$ cat src/rtl/fetch_pkg.sv
// Shared types and constants for the instruction-fetch front end.
//   NOP_INSTR      : instruction presented when no valid word is at the queue head
//   fetch_entry_t  : one fetch-queue entry, the fetched word and the address it came from
//   next_word_addr : sequential successor of a word address (wraps modulo 2^32)
package fetch_pkg;

    localparam logic [31:0] NOP_INSTR = 32'h0000_0013;

    typedef struct packed {
        logic [31:0] pc;
        logic [31:0] instr;
    } fetch_entry_t;

    function automatic logic [31:0] next_word_addr(input logic [31:0] addr);
        return addr + 32'd4;
    endfunction

endpackage

$ cat src/rtl/fetch_fifo.sv
// Small synchronous FIFO holding fetched {pc, instr} entries.
//   clk, rst_n : clock, synchronous active-low reset (empties the queue)
//   push       : write push_data at the tail (ignored when full without a pop, or on flush)
//   push_data  : entry to write
//   pop        : drop the head entry (ignored when empty or on flush)
//   flush      : discard every entry this cycle; beats push and pop
//   full       : DEPTH entries held
//   empty      : no entries held
//   count      : number of entries held
//   head       : oldest entry (contents undefined when empty)
// DEPTH must be a power of two so the pointers wrap by natural overflow.
module fetch_fifo
    import fetch_pkg::*;
#(
    parameter int DEPTH = 2,
    localparam int AW = $clog2(DEPTH),
    localparam int CW = $clog2(DEPTH + 1)
) (
    input  logic         clk,
    input  logic         rst_n,
    input  logic         push,
    input  fetch_entry_t push_data,
    input  logic         pop,
    input  logic         flush,
    output logic         full,
    output logic         empty,
    output logic [CW-1:0] count,
    output fetch_entry_t head
);

    logic [AW-1:0] wr_ptr_q, wr_ptr_d;
    logic [AW-1:0] rd_ptr_q, rd_ptr_d;
    logic [CW-1:0] count_q, count_d;
    fetch_entry_t  mem_q [DEPTH];
    fetch_entry_t  mem_d [DEPTH];
    logic          do_push;
    logic          do_pop;

    // NOTE: every signal written here gets a default first, so no path
    // through the block leaves it unassigned and no latch is inferred.
    always_comb begin
        do_pop   = pop && (count_q != '0) && !flush;
        do_push  = push && !flush && ((count_q != CW'(DEPTH)) || do_pop);
        wr_ptr_d = wr_ptr_q;
        rd_ptr_d = rd_ptr_q;
        count_d  = count_q;
        mem_d    = mem_q;

        if (flush) begin
            wr_ptr_d = '0;
            rd_ptr_d = '0;
            count_d  = '0;
        end else begin
            if (do_push) begin
                mem_d[wr_ptr_q] = push_data;
                wr_ptr_d        = wr_ptr_q + AW'(1);
            end
            if (do_pop) begin
                rd_ptr_d = rd_ptr_q + AW'(1);
            end
            count_d = count_q + CW'(do_push) - CW'(do_pop);
        end
    end

    // NOTE: state updates use non-blocking assignments so every flop samples
    // the values from before the edge, independent of statement order.
    always_ff @(posedge clk) begin
        if (!rst_n) begin
            wr_ptr_q <= '0;
            rd_ptr_q <= '0;
            count_q  <= '0;
        end else begin
            wr_ptr_q <= wr_ptr_d;
            rd_ptr_q <= rd_ptr_d;
            count_q  <= count_d;
        end
    end

    // NOTE: the storage array is deliberately not reset; an entry is only
    // ever read after it has been written, and count gates visibility.
    always_ff @(posedge clk) begin
        mem_q <= mem_d;
    end

    assign full  = (count_q == CW'(DEPTH));
    assign empty = (count_q == '0);
    assign count = count_q;
    assign head  = mem_q[rd_ptr_q];

endmodule

$ cat src/rtl/fetch_unit.sv
// Instruction-fetch front end.
//   clk, rst_n   : clock, synchronous active-low reset
//   imem_req     : read strobe to the instruction memory
//   imem_addr    : word-aligned read address
//   imem_rdata   : read data, returned the cycle after imem_req
//   instr        : queue-head instruction (NOP when nothing is valid)
//   pc           : address of instr (holds the last presented value when the queue is empty)
//   instr_valid  : queue head is valid
//   instr_ready  : decoder accepts the head this cycle
//   PCsrc        : redirect request for the current head, paired with pc_target
//   pc_target    : redirect address; the two low bits are ignored
// Every read carries the epoch it was issued in; a redirect toggles the epoch so a
// response belonging to the abandoned path can never reach the queue.
module fetch_unit
    import fetch_pkg::*;
#(
    parameter logic [31:0] RESET_PC   = 32'h0000_0000,
    parameter int          FIFO_DEPTH = 2
) (
    input  logic        clk,
    input  logic        rst_n,
    output logic        imem_req,
    output logic [31:0] imem_addr,
    input  logic [31:0] imem_rdata,
    output logic [31:0] instr,
    output logic [31:0] pc,
    output logic        instr_valid,
    input  logic        instr_ready,
    input  logic        PCsrc,
    input  logic [31:0] pc_target
);

    localparam int CW = $clog2(FIFO_DEPTH + 1);
    localparam logic [CW:0] DEPTH_C = (CW + 1)'(FIFO_DEPTH);

    logic [31:0]  fetch_pc_q, fetch_pc_d;
    logic         inflight_q, inflight_d;
    logic         inflight_epoch_q, inflight_epoch_d;
    logic [31:0]  inflight_pc_q, inflight_pc_d;
    logic         epoch_q, epoch_d;
    logic [31:0]  last_pc_q, last_pc_d;

    logic         fifo_push;
    logic         fifo_pop;
    logic         fifo_flush;
    logic         fifo_full;
    logic         fifo_empty;
    logic [CW-1:0] fifo_count;
    fetch_entry_t fifo_head;
    fetch_entry_t resp_entry;

    logic         redirect;
    logic         resp_ok;
    logic         issue;
    logic [31:0]  redirect_addr;
    logic [CW:0]  occupancy;

    fetch_fifo #(
        .DEPTH(FIFO_DEPTH)
    ) u_fifo (
        .clk       (clk),
        .rst_n     (rst_n),
        .push      (fifo_push),
        .push_data (resp_entry),
        .pop       (fifo_pop),
        .flush     (fifo_flush),
        .full      (fifo_full),
        .empty     (fifo_empty),
        .count     (fifo_count),
        .head      (fifo_head)
    );

    always_comb begin
        redirect      = rst_n && PCsrc;
        redirect_addr = pc_target & 32'hFFFF_FFFC;

        fifo_pop   = rst_n && !fifo_empty && instr_ready;
        fifo_flush = redirect;

        // A response lands only if it belongs to the live path; a redirect in
        // the response cycle flushes the queue and wins over the push.
        resp_ok          = inflight_q && (inflight_epoch_q == epoch_q) && !redirect;
        fifo_push        = rst_n && resp_ok && (!fifo_full || fifo_pop);
        resp_entry.pc    = inflight_pc_q;
        resp_entry.instr = imem_rdata;

        // Entries held plus the one about to land, minus the one leaving now.
        // A redirect empties everything, so the target always has room.
        occupancy = (CW + 1)'(fifo_count) + (CW + 1)'(inflight_q) - (CW + 1)'(fifo_pop);
        issue     = rst_n && (redirect || (occupancy < DEPTH_C));

        imem_req  = issue;
        imem_addr = PCsrc ? redirect_addr : fetch_pc_q;

        fetch_pc_d = fetch_pc_q;
        if (issue) begin
            fetch_pc_d = next_word_addr(imem_addr);
        end else if (redirect) begin
            fetch_pc_d = redirect_addr;
        end

        epoch_d          = epoch_q ^ redirect;
        inflight_d       = issue;
        inflight_epoch_d = epoch_d;
        inflight_pc_d    = imem_addr;

        last_pc_d = fifo_empty ? last_pc_q : fifo_head.pc;

        instr_valid = rst_n && !fifo_empty;
        instr       = instr_valid ? fifo_head.instr : NOP_INSTR;
        if (!rst_n) begin
            pc = RESET_PC;
        end else if (!fifo_empty) begin
            pc = fifo_head.pc;
        end else begin
            pc = last_pc_q;
        end
    end

    always_ff @(posedge clk) begin
        if (!rst_n) begin
            fetch_pc_q       <= RESET_PC;
            inflight_q       <= 1'b0;
            inflight_epoch_q <= 1'b0;
            inflight_pc_q    <= RESET_PC;
            epoch_q          <= 1'b0;
            last_pc_q        <= RESET_PC;
        end else begin
            fetch_pc_q       <= fetch_pc_d;
            inflight_q       <= inflight_d;
            inflight_epoch_q <= inflight_epoch_d;
            inflight_pc_q    <= inflight_pc_d;
            epoch_q          <= epoch_d;
            last_pc_q        <= last_pc_d;
        end
    end

endmodule
$ cat config.mk
export PLATFORM = sky130hd
export DESIGN_NAME = fetch_unit
export DESIGN_NICKNAME = d
export VERILOG_FILES = /design/src/rtl/fetch_pkg.sv /design/src/rtl/fetch_fifo.sv /design/src/rtl/fetch_unit.sv
export SDC_FILE = /design/constraint.sdc
export NUM_CORES = 1
export LEC_CHECK = 0
export ABC_AREA = 1
export BUFFER_PORTS_ARGS = -buffer_cell sky130_fd_sc_hd__clkbuf_2
export CAP_MARGIN = 0
export CELL_PAD_IN_SITES_DETAIL_PLACEMENT = 0
export CELL_PAD_IN_SITES_GLOBAL_PLACEMENT = 2
export CORE_MARGIN = 8
export CORE_UTILIZATION = 37
export DETAILED_ROUTE_END_ITERATION = 8
export GPL_TIMING_DRIVEN = 1
export PLACE_DENSITY = 0.87
export RECOVER_POWER = 100
export SETUP_SLACK_MARGIN = 0.2
export SYNTH_ARGS = -nofsm -noshare
export SYNTH_HDL_FRONTEND = slang
export SYNTH_SLANG_ARGS = --single-unit
$ cat constraint.sdc
create_clock -name clk -period 11.6 [get_ports clk]
set_clock_uncertainty 0.1 [all_clocks]
set_input_delay 1.74 -clock clk [delete_from_list [all_inputs] [get_ports clk]]
set_output_delay 1.74 -clock clk [all_outputs]
set_load 0.03 [all_outputs]
==> impl_metrics.toml, run 1 <==
[floorplan]
core_area_um2 = 25800
die_h_um = 177
dieArea_um2 = 31300
initial_core_util = 0.372
rows = 59
die_x_um = 177
io_pins = 166

[drt]
wl_per_cell_um = 15.5
vias_per_cell = 4.55
drc = 0
wirelength_um = 23600
drt_iter0_drc = 504
firstDrtPassIters = 5
vias = 6923
ant_nets = 0

[grt]
grt_first_pass_wirelength_um = 37400
grt_antenna_before_repair = 0
grt_max_degree = 65
grt_pass1_vias = 6993
grt_usage = 0.148
grt_overflow = 0

[synthesis]
syn_area_um2 = 9590
ys_ff_latch = 229
async_flop_share = 0
synth_edf_count = 128
yosysWarnings = 0
synth_cell_types = 35
synth_area_leader_cell = "edfxtp_1"
yosysTopAreaCellShare = 0.401
seq_area_frac_synth = 0.612
syn_nets = 1084
netlist_instances = 1012
syn_avg_cell_area_um2 = 9.48
ys.flop_type = "edfxtp_1"
synthTopCellsByArea = "edfxtp_1 (40%), dfxtp_1 (21%), nand2_1 (12%), inv_1 (4.0%), mux2i_1 (3.3%)"

[sta]
setup_violations = 0
rsz0062_at_grt = "false"
max_freq_ghz = 0.109
final_max_slew_viol_count = 190
fin_crit_sh = 0.788
tns_ns = 0
layout_min_cycle_time_ns = 9.14
slew_headroom = -0.900
worst_pin_slew_ns = 2.84
final_hold_viol_count = 0
fin_ws_ns = 2.46

[clock_tree]
cts.path.max_buffers = 3
ctsResizeCount = 0
postCtsSetupBuffers = 0
clkLatencyLatePin_ns = 0.50
cts_sinks = 229
clkTransAtPathRegs_ns = 0.05
ctsHtreeMaxLevel = 1
cts_root_buf = "clkbuf_16"
hold_buffers = 0
cts_buffers = 24
cts_tree = "done"

[min_path]
hp-class = "flop to flop"

[setup_path]
required_ns = 9.76
critPathTopFamily = "buffers and inverters"
crit_path_max_incr_delay_ns = 0.91
cp.arrival_ns = 7.30
cp_slowest_cell = "nor2_4"
cp_max_fo = 47
critPathKind = "primary input to primary output"
startpoint_type = "primary input"
endpoint_kind = "primary output"
worst-path-buf-inv = 7
path_cells = "clkbuf_2 -> buf_4 -> clkinv_1 -> clkbuf_1 -> nor2_4 -> nand3_1 -> a21boi_0 -> fa_1 -> nor2_1 -> nand2_1 -> nand2_1 -> nand2_1 -> inv_1 -> clkbuf_1 -> clkbuf_1"

[layout]
final_util = 0.436
final_common_cell = "nand2_1"
instances_no_fill = 1522
insertedDiodeCount = 0
nNetsFinal = 1242
most-common-layout-cells = "nand2_1 (304), clkbuf_1 (131), edfxtp_1 (128), inv_1 (102), dfxtp_1 (100)"
fillers = 2601
final_layout_size_suffix_gt1_frac = 0.135
area_growth_pct = 17.2

[pwr]
cellPowerDensity_nw_per_um2 = 156
p_total_w = 0.00175
irDropWorstVdd_mv = 0.0864
p_leak_nw = 4.55

[flow_run]
maxCapViolCount = 5

[place]
dp_cells = 1479
post-dp-hpwl_um = 16400
numPortBuffers = 163
dpl_worst_slack_ns = 3.38
gp_congestion = 0.883

[outcome]
status = "finished with violations"
violations = "capacitance limit, slew limit"
-- cell type report --
| cell class | count | area, um2 | area share |
|---|---|---|---|
| flip-flops and latches | 229 | 5870 | 0.522 |
| multi-input cells | 638 | 3110 | 0.277 |
| repair buffers | 172 | 712 | 0.0634 |
| clock buffers | 34 | 679 | 0.0605 |
| well taps | 335 | 419 | 0.0373 |
| inverters | 105 | 394 | 0.0351 |
| clock inverters | 9 | 52.6 | 0.00468 |
-- kinds of logic (layout without fill, tap and decap cells) --
family | Yosys count | in the layout | share of synthesized area
xor gates and xnor gates | 7 | 7 | 0.00639
muxes | 32 | 32 | 0.0334
DFF | 229 | 229 | 0.612
adders and majority gates | 4 | 4 | 0.00600
and+or+nand+nor | 517 | 517 | 0.236
buffers and inverters | 145 | 320 | 0.0639
AOI/OAI and AO/OA | 78 | 78 | 0.0428
-- Yosys cell counts (all sizes together), types with 2 or more instances --
cell      n
nand2   349
o21ai    58
clkbuf   26
mux2i    32
inv     103
o22ai     6
buf      14
edfxtp  128
nand3    60
dfxtp   101
a21oi    11
clkinv    2
or2       3
nor2    103
xor2      6
ha        3
-- power breakdown --
group	switching [W]	internal [W]	leakage, nW	total (W)
clock	0.000299	0.000409	0.359	0.000707
combinational	0.000110	0.0000392	2.18	0.000149
sequential	0.0000106	0.000886	2.01	0.000897
total	0.000419	0.00133	4.55	0.00175
-- per-stage QoR --
step / cell area (um2) / hold WS (ns)
after floorplan: 9590 / 0.304
after global placement: 10700 / 0.305
after detailed placement: 10700 / 0.313
after CTS: 11400 / 0.326
after global routing: 11200 / 0.335
final: 11200 / 0.323
-- metal layers --
| layer | global-route usage | vias to the layer above | part of all wire |
|---|---|---|---|
| met5 | 0 | - | 0 |
| met4 | 0.0319 | 0 | 0.014 |
| met3 | 0.0307 | 26 | 0.064 |
| met2 | 0.244 | 200 | 0.45 |
| met1 | 0.198 | 3126 | 0.47 |
| li1 | - | 3571 | - |
-- path summary, 6_finish.rpt --
path | startpoint | end | slack (ns) | depth (start not counted)
max | rst_n | imem_req | 2.46 | 15
min | inflight_pc_q[12] | u_fifo.mem_q[44] | 0.32 | 0
max reg2reg | u_fifo.count[1] | u_fifo.mem_q[34] | 5.22 | 8
min reg2reg | inflight_pc_q[12] | u_fifo.mem_q[44] | 0.32 | 0
-- worst reg2reg max path, delay by kind of cell, from the launching register on --
family / cells / cell delay (ns)
buffers and inverters: 3 / 1.90
AO/OA/AOI/OAI: 1 / 0.34
flip-flops: 1 / 0.47
AND/OR/NAND/NOR: 4 / 3.12
-- flip-flops by register name, indices dropped and copies added (netlist names) --
signal           flops
last_pc_q           32
fetch_pc_q          32
inflight_q           1
u_fifo.rd_ptr_q      1
u_fifo.mem_q       128
u_fifo.count         2
u_fifo.wr_ptr_q      1
inflight_pc_q       32
No activity file was read; power rests on OpenSTA's default activity.
==> run 2: changes to the inputs <==
--- a/config.mk
+++ b/config.mk
@@ -11,10 +11,10 @@
 export CELL_PAD_IN_SITES_DETAIL_PLACEMENT = 0
 export CELL_PAD_IN_SITES_GLOBAL_PLACEMENT = 2
 export CORE_MARGIN = 8
-export CORE_UTILIZATION = 37
+export CORE_UTILIZATION = 31
 export DETAILED_ROUTE_END_ITERATION = 8
 export GPL_TIMING_DRIVEN = 1
-export PLACE_DENSITY = 0.87
+export PLACE_DENSITY = 0.78
 export RECOVER_POWER = 100
 export SETUP_SLACK_MARGIN = 0.2
 export SYNTH_ARGS = -nofsm -noshare
==> constraint.sdc (replaced) <==
create_clock -name clk -period 8.2 [get_ports clk]
set_clock_uncertainty 0.1 [all_clocks]
set_input_delay 1.23 -clock clk [delete_from_list [all_inputs] [get_ports clk]]
set_output_delay 1.23 -clock clk [all_outputs]
set_load 0.03 [all_outputs]
==> run 2 against run 1 <==
  * The flow still finishes with violations (capacitance limit, slew limit)
  * Global-route usage fell by 1.5 points
  * Register-to-register slack worse by 2.6 ns
  * First-iteration DRC count fell by 45%
  * Critical path type unchanged
  * Largest power group unchanged
  * Highest routed layer unchanged
==> impl_metrics.toml, run 2 (synthesis gave the netlist of run 1 again) <==
[outcome]
status = "finished with violations"
violations = "capacitance limit, slew limit"

[setup_path]
cp_max_fo = 36
rr_endpoint = "u_fifo.mem_q[96]"
reg2reg_from = "u_fifo.count[1]"
required_ns = 6.87
endpoint_kind = "primary output"
startpoint_type = "primary input"
r2r_cells = 8
critPathKind = "primary input to primary output"
r2r_slack_ns = 2.61
cp.arrival_ns = 5.04

[grt]
grt_usage = 0.133
grt_antenna_before_repair = 0
grt_first_pass_wirelength_um = 38500
grt_overflow = 0
grt_max_degree = 65
grt_pass1_vias = 6780

[clock_tree]
cts_root_buf = "clkbuf_16"
clkLatencyLatePin_ns = 0.52
cts.path.max_buffers = 3
ctsResizeCount = 0
hold_buffers = 0
postCtsSetupBuffers = 0
ctsHtreeMaxLevel = 1
cts_tree = "done"
cts_buffers = 26
cts_sinks = 229
clkTransAtPathRegs_ns = 0.05

[sta]
final_hold_viol_count = 0
rsz0062_at_grt = "false"
worst_pin_slew_ns = 1.97
slew_headroom = -0.314
max_freq_ghz = 0.157
setup_violations = 0
final_max_slew_viol_count = 180
layout_min_cycle_time_ns = 6.37
fin_crit_sh = 0.777
tns_ns = 0

[drt]
wl_per_cell_um = 15.7
drt_iter0_drc = 277
drc = 0
vias_per_cell = 4.30
ant_nets = 0
firstDrtPassIters = 5
vias = 6842
wirelength_um = 24900

[floorplan]
dieArea_um2 = 36800
core_area_um2 = 30500
initial_core_util = 0.314
io_pins = 166
die_x_um = 192
die_h_um = 192
rows = 64

[min_path]
hold_start = "inflight_pc_q[16]"
hp-class = "flop to flop"
whs_endpoint = "u_fifo.mem_q[48]"
whs_path_depth = 0

[layout]
most-common-layout-cells = "nand2_1 (323), edfxtp_1 (128), clkbuf_1 (123), inv_1 (102), dfxtp_1 (100)"
final_common_cell = "nand2_1"
insertedDiodeCount = 0
max_flop_register = "u_fifo.mem_q"
largest_register_ffs = 128
nNetsFinal = 1246
instances_no_fill = 1590
area_growth_pct = 18.5
final_layout_size_suffix_gt1_frac = 0.131

[pwr]
cellPowerDensity_nw_per_um2 = 226
p_leak_nw = 4.61
irDropWorstVdd_mv = 0.149

[place]
numPortBuffers = 163
dp_cells = 1542
gp_congestion = 0.824
post-dp-hpwl_um = 17700

[flow_run]
maxCapViolCount = 5
run 2: cell type report:
cell class | count | area (um2)
fill | 3191 | 19100
timing repair buffer | 174 | 732
clock buffer | 35 | 747
clock inverter | 13 | 85.1
sequential | 229 | 5870
multi-input combinational | 638 | 3050
tap | 396 | 495
inverter | 105 | 394
run 2: report_power, final:
group | internal, W | switching, W
clock network | 0.000643 | 0.000452
logic | 0.0000542 | 0.000156
registers | 0.00125 | 0.0000146
total | 0.00195 | 0.000622
run 2: metrics by stage:
step	total power (W)	hold slack [ns]	cell area (um2)	util	worst slack, ns
final	0.00257	0.325	11400	0.373	1.83
after global routing	0.00269	0.330	11400	0.373	1.33
after CTS	0.00262	0.326	11600	0.380	2.79
after detailed placement	0.00152	0.312	10800	0.353	2.81
after global placement	0.00151	0.307	10800	0.353	2.84
after floorplan	0.00144	0.304	9590	-	2.91
run 2: worst max-delay path by stage:
| stage | start | to | slack, ns |
|---|---|---|---|
| 2_1_floorplan | PCsrc | u_fifo.mem_q[0] | 2.91 |
| 3_3_place_gp | rst_n | imem_req | 2.84 |
| 3_5_place_dp | rst_n | imem_req | 2.81 |
| 4_1_cts | rst_n | imem_req | 2.79 |
| 5_1_grt | rst_n | imem_req | 1.33 |
| 6_report | rst_n | imem_req | 1.83 |
run 2: worst max-delay path, stage by stage:
cell and delay (ns):
clkbuf_1 0.10, clkinv_1 0.07, buf_4 0.23, nor2_1 0.14
clkbuf_1 1.16, nand3_1 0.33, a21boi_0 0.34, fa_1 0.46
nor2_1 0.12, nand2_1 0.09, nand2_1 0.32, nand2_1 0.13
inv_1 0.10, clkbuf_2 0.21
run 2: metal layers:
metal,global-route usage,wire length [um],up-vias
li1,-,-,3585
met1,0.184,11900,3049
met2,0.211,10800,186
met3,0.0309,1900,22
met4,0.0258,293,0
met5,0,0,-
